$ cat src/rtl/fpu_pkg.sv
// fpu_pkg: shared FSM state type, opcodes and IEEE-754 constants for the multicycle FPU
package fpu_pkg;
    typedef enum logic [2:0] {IDLE, UNPACK, EXEC, NORM, PACK} state_t;
    localparam logic [1:0] OP_ADD = 2'b00;
    localparam logic [1:0] OP_MUL = 2'b01;
    localparam logic [1:0] OP_SUB = 2'b10;
    localparam logic [1:0] OP_RSV = 2'b11;
    localparam logic [31:0] CANON_NAN = 32'h7FC00000;
    localparam logic [31:0] POS_INF = 32'h7F800000;
    localparam logic signed [9:0] BIAS = 10'sd127;
endpackage

$ cat src/rtl/fpu_normalize.sv
// fpu_normalize: normalizes a 48-bit mantissa (hidden bit at 46, carry at 47) and adjusts the exponent
module fpu_normalize (
    input  logic [47:0]       m,
    input  logic signed [9:0] e,
    output logic [22:0]       frac,
    output logic signed [9:0] e_out,
    output logic              lost
);
    logic [5:0] lz;
    logic [45:0] shl;
    always_comb begin
        lz = 6'd47;
        for (int i = 0; i < 47; i++)
            if (m[i]) lz = 6'(46 - i);
        shl = 46'(m[46:0] << lz);
        frac = m[47] ? m[46:24] : shl[45:23];
        e_out = m[47] ? e + 10'sd1 : e - $signed({4'b0, lz});
        lost = m[47] ? |m[23:0] : |shl[22:0];
    end
endmodule

$ cat src/rtl/fpu_multicycle.sv
// fpu_multicycle: single-precision FADD/FSUB/FMUL, truncating, fixed four-cycle latency
module fpu_multicycle
    import fpu_pkg::*;
(
    input  logic        clk,
    input  logic        reset,
    input  logic        start,
    input  logic [1:0]  FPUControl,
    input  logic [31:0] SrcA,
    input  logic [31:0] SrcB,
    output logic [31:0] FPUResult,
    output logic [3:0]  FPUFlags,
    output logic        busy,
    output logic        done
);
    state_t state;
    logic [31:0] a_r, b_r;
    logic [1:0] op_r;
    logic sa, sb, za, zb, nan_a, nan_b, inf_a, inf_b, mul, swap, inf_sign;
    logic [23:0] ma, mb;
    logic u_sp;
    logic [31:0] u_res;
    logic [3:0] u_flags;
    logic x_sp, x_mul, x_sub, x_sgn;
    logic [31:0] x_res;
    logic [3:0] x_flags;
    logic [23:0] x_mx, x_my;
    logic [7:0] x_ex, x_ey, d;
    logic [4:0] sh;
    logic [49:0] ext;
    logic [24:0] sum;
    logic n_sp, n_sgn, n_zero, n_sticky;
    logic [31:0] n_res;
    logic [3:0] n_flags;
    logic [47:0] n_m;
    logic signed [9:0] n_e, e_out;
    logic [22:0] frac;
    logic lost, inexact;
    logic [31:0] res;
    logic [3:0] flags;

    assign sa = a_r[31];
    assign sb = b_r[31] ^ (op_r == OP_SUB);
    assign mul = op_r == OP_MUL;
    assign za = a_r[30:23] == 8'h00;
    assign zb = b_r[30:23] == 8'h00;
    assign nan_a = &a_r[30:23] && |a_r[22:0];
    assign nan_b = &b_r[30:23] && |b_r[22:0];
    assign inf_a = &a_r[30:23] && ~|a_r[22:0];
    assign inf_b = &b_r[30:23] && ~|b_r[22:0];
    assign ma = za ? 24'h0 : {1'b1, a_r[22:0]};
    assign mb = zb ? 24'h0 : {1'b1, b_r[22:0]};
    // larger magnitude always goes first so the add path never needs a negative sum
    assign swap = (zb ? 31'h0 : b_r[30:0]) > (za ? 31'h0 : a_r[30:0]);
    assign inf_sign = mul ? sa ^ sb : (inf_a ? sa : sb);

    always_comb begin
        u_sp = 1'b1;
        u_res = 32'h0;
        u_flags = 4'b0100;
        if (op_r != OP_RSV) begin
            if (nan_a || nan_b || (inf_a && (mul ? zb : inf_b && sa != sb)) || (inf_b && mul && za)) begin
                u_res = CANON_NAN;
                u_flags = 4'b0000;
            end else if (inf_a || inf_b) begin
                u_res = {inf_sign, POS_INF[30:0]};
                u_flags = {inf_sign, 3'b000};
            end else if (mul && (za || zb)) begin
                u_res = {sa ^ sb, 31'h0};
                u_flags = {sa ^ sb, 3'b100};
            end else begin
                u_sp = 1'b0;
            end
        end
    end

    assign d = x_ex - x_ey;
    assign sh = d > 8'd26 ? 5'd26 : d[4:0];
    assign ext = {x_my, 26'h0} >> sh;
    assign sum = x_sub ? {1'b0, x_mx} - {1'b0, ext[49:26]} : {1'b0, x_mx} + {1'b0, ext[49:26]};

    fpu_normalize u_norm (.m(n_m), .e(n_e), .frac(frac), .e_out(e_out), .lost(lost));

    assign inexact = lost | n_sticky;

    always_comb begin
        res = {n_sgn, e_out[7:0], frac};
        flags = {n_sgn, 1'b0, inexact, 1'b0};
        if (n_sp) begin
            res = n_res;
            flags = n_flags;
        end else if (n_zero) begin
            res = 32'h0;
            flags = 4'b0100;
        end else if (e_out > 10'sd254) begin
            res = {n_sgn, POS_INF[30:0]};
            flags = {n_sgn, 1'b0, inexact, 1'b1};
        end else if (e_out < 10'sd1) begin
            res = {n_sgn, 31'h0};
            flags = {n_sgn, 3'b110};
        end
    end

    // stage registers load every cycle; only the state that owns them reads them
    always_ff @(posedge clk) begin
        if (state == IDLE && start) begin
            a_r <= SrcA;
            b_r <= SrcB;
            op_r <= FPUControl;
        end
        x_sp <= u_sp;
        x_res <= u_res;
        x_flags <= u_flags;
        x_mul <= mul;
        x_sub <= sa ^ sb;
        x_sgn <= mul ? sa ^ sb : (swap ? sb : sa);
        x_mx <= swap ? mb : ma;
        x_my <= swap ? ma : mb;
        x_ex <= swap ? b_r[30:23] : a_r[30:23];
        x_ey <= swap ? a_r[30:23] : b_r[30:23];
        n_sp <= x_sp;
        n_res <= x_res;
        n_flags <= x_flags;
        n_sgn <= x_sgn;
        n_zero <= !x_mul && sum == 25'h0;
        n_sticky <= !x_mul && |ext[25:0];
        n_m <= x_mul ? x_mx * x_my : {sum, 23'h0};
        n_e <= x_mul ? $signed({2'b0, x_ex}) + $signed({2'b0, x_ey}) - BIAS : $signed({2'b0, x_ex});
    end

    always_ff @(posedge clk) begin
        if (!reset) begin
            state <= IDLE;
            busy <= 1'b0;
            done <= 1'b0;
            FPUResult <= 32'h0;
            FPUFlags <= 4'h0;
        end else begin
            done <= 1'b0;
            case (state)
                IDLE: if (start) begin
                    state <= UNPACK;
                    busy <= 1'b1;
                end
                UNPACK: state <= EXEC;
                EXEC: state <= NORM;
                NORM: begin
                    state <= PACK;
                    done <= 1'b1;
                    FPUResult <= res;
                    FPUFlags <= flags;
                end
                default: begin
                    state <= IDLE;
                    busy <= 1'b0;
                end
            endcase
        end
    end
endmodule

$ cat config.mk
export PLATFORM = sky130hd
export DESIGN_NAME = fpu_multicycle
export DESIGN_NICKNAME = d
export VERILOG_FILES = /design/src/rtl/fpu_pkg.sv /design/src/rtl/fpu_normalize.sv /design/src/rtl/fpu_multicycle.sv
export SDC_FILE = /design/constraint.sdc
export NUM_CORES = 2
export LEC_CHECK = 0
export CORE_UTILIZATION = 60
export CTS_CLUSTER_DIAMETER = 40
export DETAILED_ROUTE_END_ITERATION = 12
export MAX_ROUTING_LAYER = met4
export PLACE_DENSITY = 0.89
export REMOVE_ABC_BUFFERS = 1
export SETUP_SLACK_MARGIN = 0.15
export SLEW_MARGIN = 20
export SYNTH_ARGS = -nofsm -noshare
export SYNTH_HDL_FRONTEND = slang
export SYNTH_SLANG_ARGS = --single-unit
$ cat constraint.sdc
create_clock -name clk -period 9.1 [get_ports clk]
set_clock_uncertainty 0.05 [all_clocks]
set_input_delay 1.365 -clock clk [delete_from_list [all_inputs] [get_ports clk]]
set_output_delay 1.365 -clock clk [all_outputs]
set_load 0.005 [all_outputs]
# --- Word level (Yosys, flattened, before mapping) ---
# Cells that the tools add are included.
classes:
  order_cmp: 4
  n_eq_ne: 8
  n_mux: 87
  n_mul: 1
  n_bitwise: 5
  n_reduce_logical: 35
  shift: 2
  add_sub_neg: 7
ops:
  columns: ["cell", "n"]
  rows:
  - ["two-way mux 6 bit", 32]
  - ["two-way mux 31 bit", 5]
  - ["two-way mux 32 bit", 4]
  - ["two-way mux 24 bit", 4]
  - ["OR reduction 23 bit", 3]
  - [">> shifter 50 x 5 -> 50 bit", 1]
  - ["multiplier 24 x 24 -> 48 bit", 1]
  - ["two-way mux 4 bit", 12]
  - ["two-way mux 48 bit", 1]
  - ["<< shifter 47 x 6 -> 46 bit", 1]
  - ["greater-than comparator 31 bit", 1]
  - ["OR reduction 26 bit", 1]
  - ["adder 24 x 24 -> 25 bit", 1]
  - ["zero test 25 bit", 1]
  - ["two-way mux 25 bit", 1]
  - ["subtractor 24 x 24 -> 25 bit", 1]
  - ["two-way mux 3 bit", 8]
  - ["two-way mux 8 bit", 3]
  - ["OR reduction 24 bit", 1]
  - ["two-way mux 23 bit", 1]
  - ["zero test 8 bit", 2]
  - ["AND reduction 8 bit", 2]
  - ["logical AND 1 bit", 12]
  - ["case mux 3 bit (4 select lines)", 1]
  - ["other kinds (28)", 49]
totals:
  ff_bits: 309
  inputBits: 69

# --- Depth between registers and ports, before layout ---
logic_depth:
  ltp_word: 55
  ltp_mapped: 36

# --- Modules after synthesis ---
# Synthesis repeated with hierarchy kept, for this count alone.
hier_totals:
  cells_unflattened: 4276
  area_unflattened_um2: 36327.3
modules_own_cells:
  columns: ["mod", "area_per_inst_um2", "cells_each", "n_inst"]
  rows:
  - ["fpu_multicycle", 32009.4, 3623, 1]
  - ["fpu_normalize", 4317.9, 653, 1]

# --- Worst setup path before layout ---
# OpenSTA, ideal clock, no wires.
synth_timing:
  path_kind: "register -> register"
  start: "register x_my[3]"
  end: "register n_m[44]"
  slack_ns: 1.738
  t_arrival_ns: 7.191
  n_path_buf: 2
  period_less_slack_ns: 7.362
  stages_incl_launch_ff: 30
  cell_sequence: "dfxtp_1 -> clkbuf_1 -> clkbuf_1 -> nand2_1 -> fa_1 -> inv_1 -> fa_1 -> fa_1 -> inv_1 -> fa_1 -> inv_1 -> fa_1 -> inv_1 -> fa_1 -> inv_1 -> fa_1 -> ha_1 -> o21a_1 -> o21a_1 -> nand3_1 -> a21oi_1 -> o2111ai_1 -> o2111ai_1 -> and2_1 -> a41o_1 -> o41a_1 -> a21bo_2 -> a21oi_1 -> xnor2_1 -> mux2_2"
synth_via:
  elab_chain_len: 4
synth_lines:
  columns: ["item", "line_no", "source"]
  rows:
  - ["start, declared", "fpu_multicycle.sv:27", "logic [23:0] x_mx, x_my;"]
  - ["start signal, assigned", "fpu_multicycle.sv:118", "x_my <= swap ? ma : mb;"]
  - ["parallel branches: the longest is 3 deep, another holds multiplier 24 x 24 -> 48 bit", null, null]
  - ["two-way mux 48 bit *", "fpu_multicycle.sv:127", "n_m <= x_mul ? x_mx * x_my : {sum, 23'h0};"]
  - ["end signal, assigned", "fpu_multicycle.sv:127", null]
  - ["end, declared", "fpu_multicycle.sv:35", "logic [47:0] n_m;"]
# Every way passes the cells marked *.
# A chain may end at the register's enable or synchronous reset.

# --- Worst setup path in the final report ---
# Same ends and word-level chain as after synthesis.

==> qor.txt <==
Pre-CTS setup slack = 0.676 ns
Mapped Area = 35200 sq um
FF-to-FF Start = x_my[3]$_DFF_P_
DR iter-0 viols = 3061
Root Buffer = clkbuf_16
Largest family of logic cells by synthesized area = adder cells
Top Ports = 107
Critical-path top delay cell = dfxtp_1
Clock buffer depth = 3
Die Y = 244 um
Share of cells above drive strength 1 = 0.0603
TritonCTS Buffers = 34
Core ar. = 57800 sq um
Yosys top cell by area = fa_1
Commonest cells after routing, fill and taps aside = nand2_1, inv_1, fa_1
Adder-cell share of the synthesized area = 0.370
Simple-Gate Fraction of Synth Area = 0.176
Multiplexer area fraction after synthesis = 0.0532
Grt total ovfl = 0
First-pass GRT wire length = 176000 um
Worst Path Required = 9.50 ns
Num Clock Sinks = 244
Post-Synth XOR/XNOR Area = 0.0251
Max-slew violations = 0
Inst Count DP = 4799
Worst Setup End Kind = flop
DR vias/cell = 6.31
Hold Path Class = flop to flop
FF+latch count, synth = 244
Synthesized area per cell = 8.65 sq um
CTS tree = done
GPL Wtd Cong = 1.04
Compound-cell area share of the yosys netlist = 0.129
Post-route DRC = 0
CP peak stage delay = 1.10 ns
Final nets = 4887
Mapped Cells = 4065
TNS Setup = 0 ns
Status = finished, final reports clean
Clk_lat worst skew = 0.58 ns
Count of yosys warnings during synthesis = 0
Post-synth cell types = 102
Crit-path cells = buf_4 > and2_1 > fa_1 > inv_1 > fa_1 > fa_1 > fa_1 > fa_1 > fa_1 > fa_1 > inv_1 > ha_1 > a21o_1 > a21oi_1 > o211ai_1 > a21oi_1 > o2111ai_1 > and2_1 > a41o_1 > o41a_1 > a21bo_2 > a21oi_1 > xnor2_1 > mux2_2
Area after DPL = 37000 sq um
Fill cell count = 4429
Final setup viols = 0
# Max-Cap Violations = 0
Slew headroom = 0.204
Pre-antenna DRT Iters = 8
Top FF cell, synth = dfxtp_1
Initial antenna violation count = 1
Gr usage total = 0.393
Post-Layout Cell Count = 4862
Clock H-tree levels = 2
Hold-fix buffers, CTS = 0
Post-DP HPWL = 86700 um
Wire per inst = 23.0 um
Slew @ Worst Pin = 1.19 ns
Kind of critical path = flop to flop
Asr flop ratio synth = 0
Final Hold Fails = 0
Hold_sp = x_sp$_SDFF_PP1_
Sequential cell area = 5550 sq um
Die Wd = 244 um
Overall routed net length = 112000 um
Crit path launch type = flop
Crit path DAT = 8.98 ns
Setup WS post-layout = 0.520 ns
Critical path origin = x_my[3]$_DFF_P_
Area contributors post-synth = fa_1, dfxtp_1, ha_1
Crit path top cell by count = fa_1
Register area share after synthesis = 0.158
Via count = 30682
Fin area = 38200 sq um
IO buf count = 106
Footprint of the multi-input gates = 26500 sq um
Max Fclk = 117 MHz
Vias in the first global route = 32086
Share of the synthesized area in the top cell type = 0.277
CP Max Fanout = 25
Commonest non-fill, non-tap cell in the layout = nand2_1
RSZ-0062 raised after global routing = false
Rows = 88
Fin crit period = 8.58 ns
Worst-path clk slew = 0.06 ns
Detail Route Antenna Nets = 0
Number of synthesized flops with an enable pin = 66
Final Cycle Share = 0.943
Starting Density = 0.608
Pin count of the biggest net entering global routing = 67
Area of the die = 59600 sq um
Layout overhead on the synthesized area = 8.68%
==> flip-flops by register name, summed over array words and instances, names as in the netlist, 2 cells and up <==
name / cells
x_ey: 8
n_res: 3
x_mx: 24
b_r: 32
x_res: 3
n_m: 48
a_r: 32
x_my: 24
n_e: 10
op_r: 2
state: 3
FPUResult: 32
FPUFlags: 3
x_ex: 8
==> repair_timing <==
action / in CTS / in global routing
buffers inserted: 0 / 0
resized for setup: 0 / 2
endpoints found under the hold margin: 0 / 0
endpoints found under the setup margin: 0 / 1
==> cell families after synthesis <==
logic type                 Yosys count
DFF                                244
buffers and inverters              818
and+or+nand+nor                   1294
muxes                              181
adders and majority gates          748
AOI/OAI and AO/OA                  680
xor gates and xnor gates           100
==> critical path: cells and delay by family (launching register included) <==
family,cells,cell delay (ns)
buf+inv,3,0.42
mux,1,0.28
flops,1,1.10
compound gates,9,2.38
fa+ha+maj,8,3.72
xor+xnor,1,0.13
simple gates,2,0.35
==> path summary, 6_finish.rpt <==
check / to / slack, ns / depth (start not counted)
min: n_sp$_DFF_P_ / 0.28 / 0
min reg2reg: n_sp$_DFF_P_ / 0.28 / 0
max reg2reg: n_m[44]$_DFF_P_ / 0.52 / 24
max: n_m[44]$_DFF_P_ / 0.52 / 24
==> metrics by stage <==
step | utilization | hold slack [ns]
after detailed placement | 0.640 | 0.262
final | 0.661 | 0.277
after global routing | 0.661 | 0.286
after floorplan | - | 0.260
after global placement | 0.640 | 0.261
after CTS | 0.661 | 0.276
==> layer usage <==
| metal | track usage | wire length [um] |
|---|---|---|
| met1 | 0.483 | 42200 |
| met4 | 0.210 | 6820 |
| met2 | 0.609 | 51000 |
| met3 | 0.0791 | 11600 |
| met5 | - | 0 |
==> final cells by class <==
class / count / area share
repair buffers: 206 / 0.0474
diodes: 2 / 0.000131
flip-flops and latches: 244 / 0.145
inverters: 581 / 0.0571
clock buffers: 41 / 0.0240
well taps: 765 / 0.0250
multi-input cells: 3003 / 0.694
clock inverters: 20 / 0.00763
==> synth_stat cells, types with 33 or more instances <==
| master | instances |
|---|---|
| a31oi_1 | 33 |
| dfxtp_1 | 178 |
| and2_1 | 238 |
| nor4_1 | 38 |
| inv_1 | 579 |
| xnor2_1 | 67 |
| o21ai_0 | 185 |
| nor2_1 | 157 |
| clkbuf_1 | 179 |
| mux2_2 | 35 |
| mux2i_1 | 144 |
| ha_1 | 262 |
| nand2_1 | 595 |
| nor3_1 | 63 |
| a21oi_1 | 128 |
| a21o_1 | 46 |
| nand3_1 | 56 |
| edfxtp_1 | 66 |
| fa_1 | 486 |
Power is not shown: default switching activity piles up to over one toggle a cycle in this logic, so the estimate is an artifact.
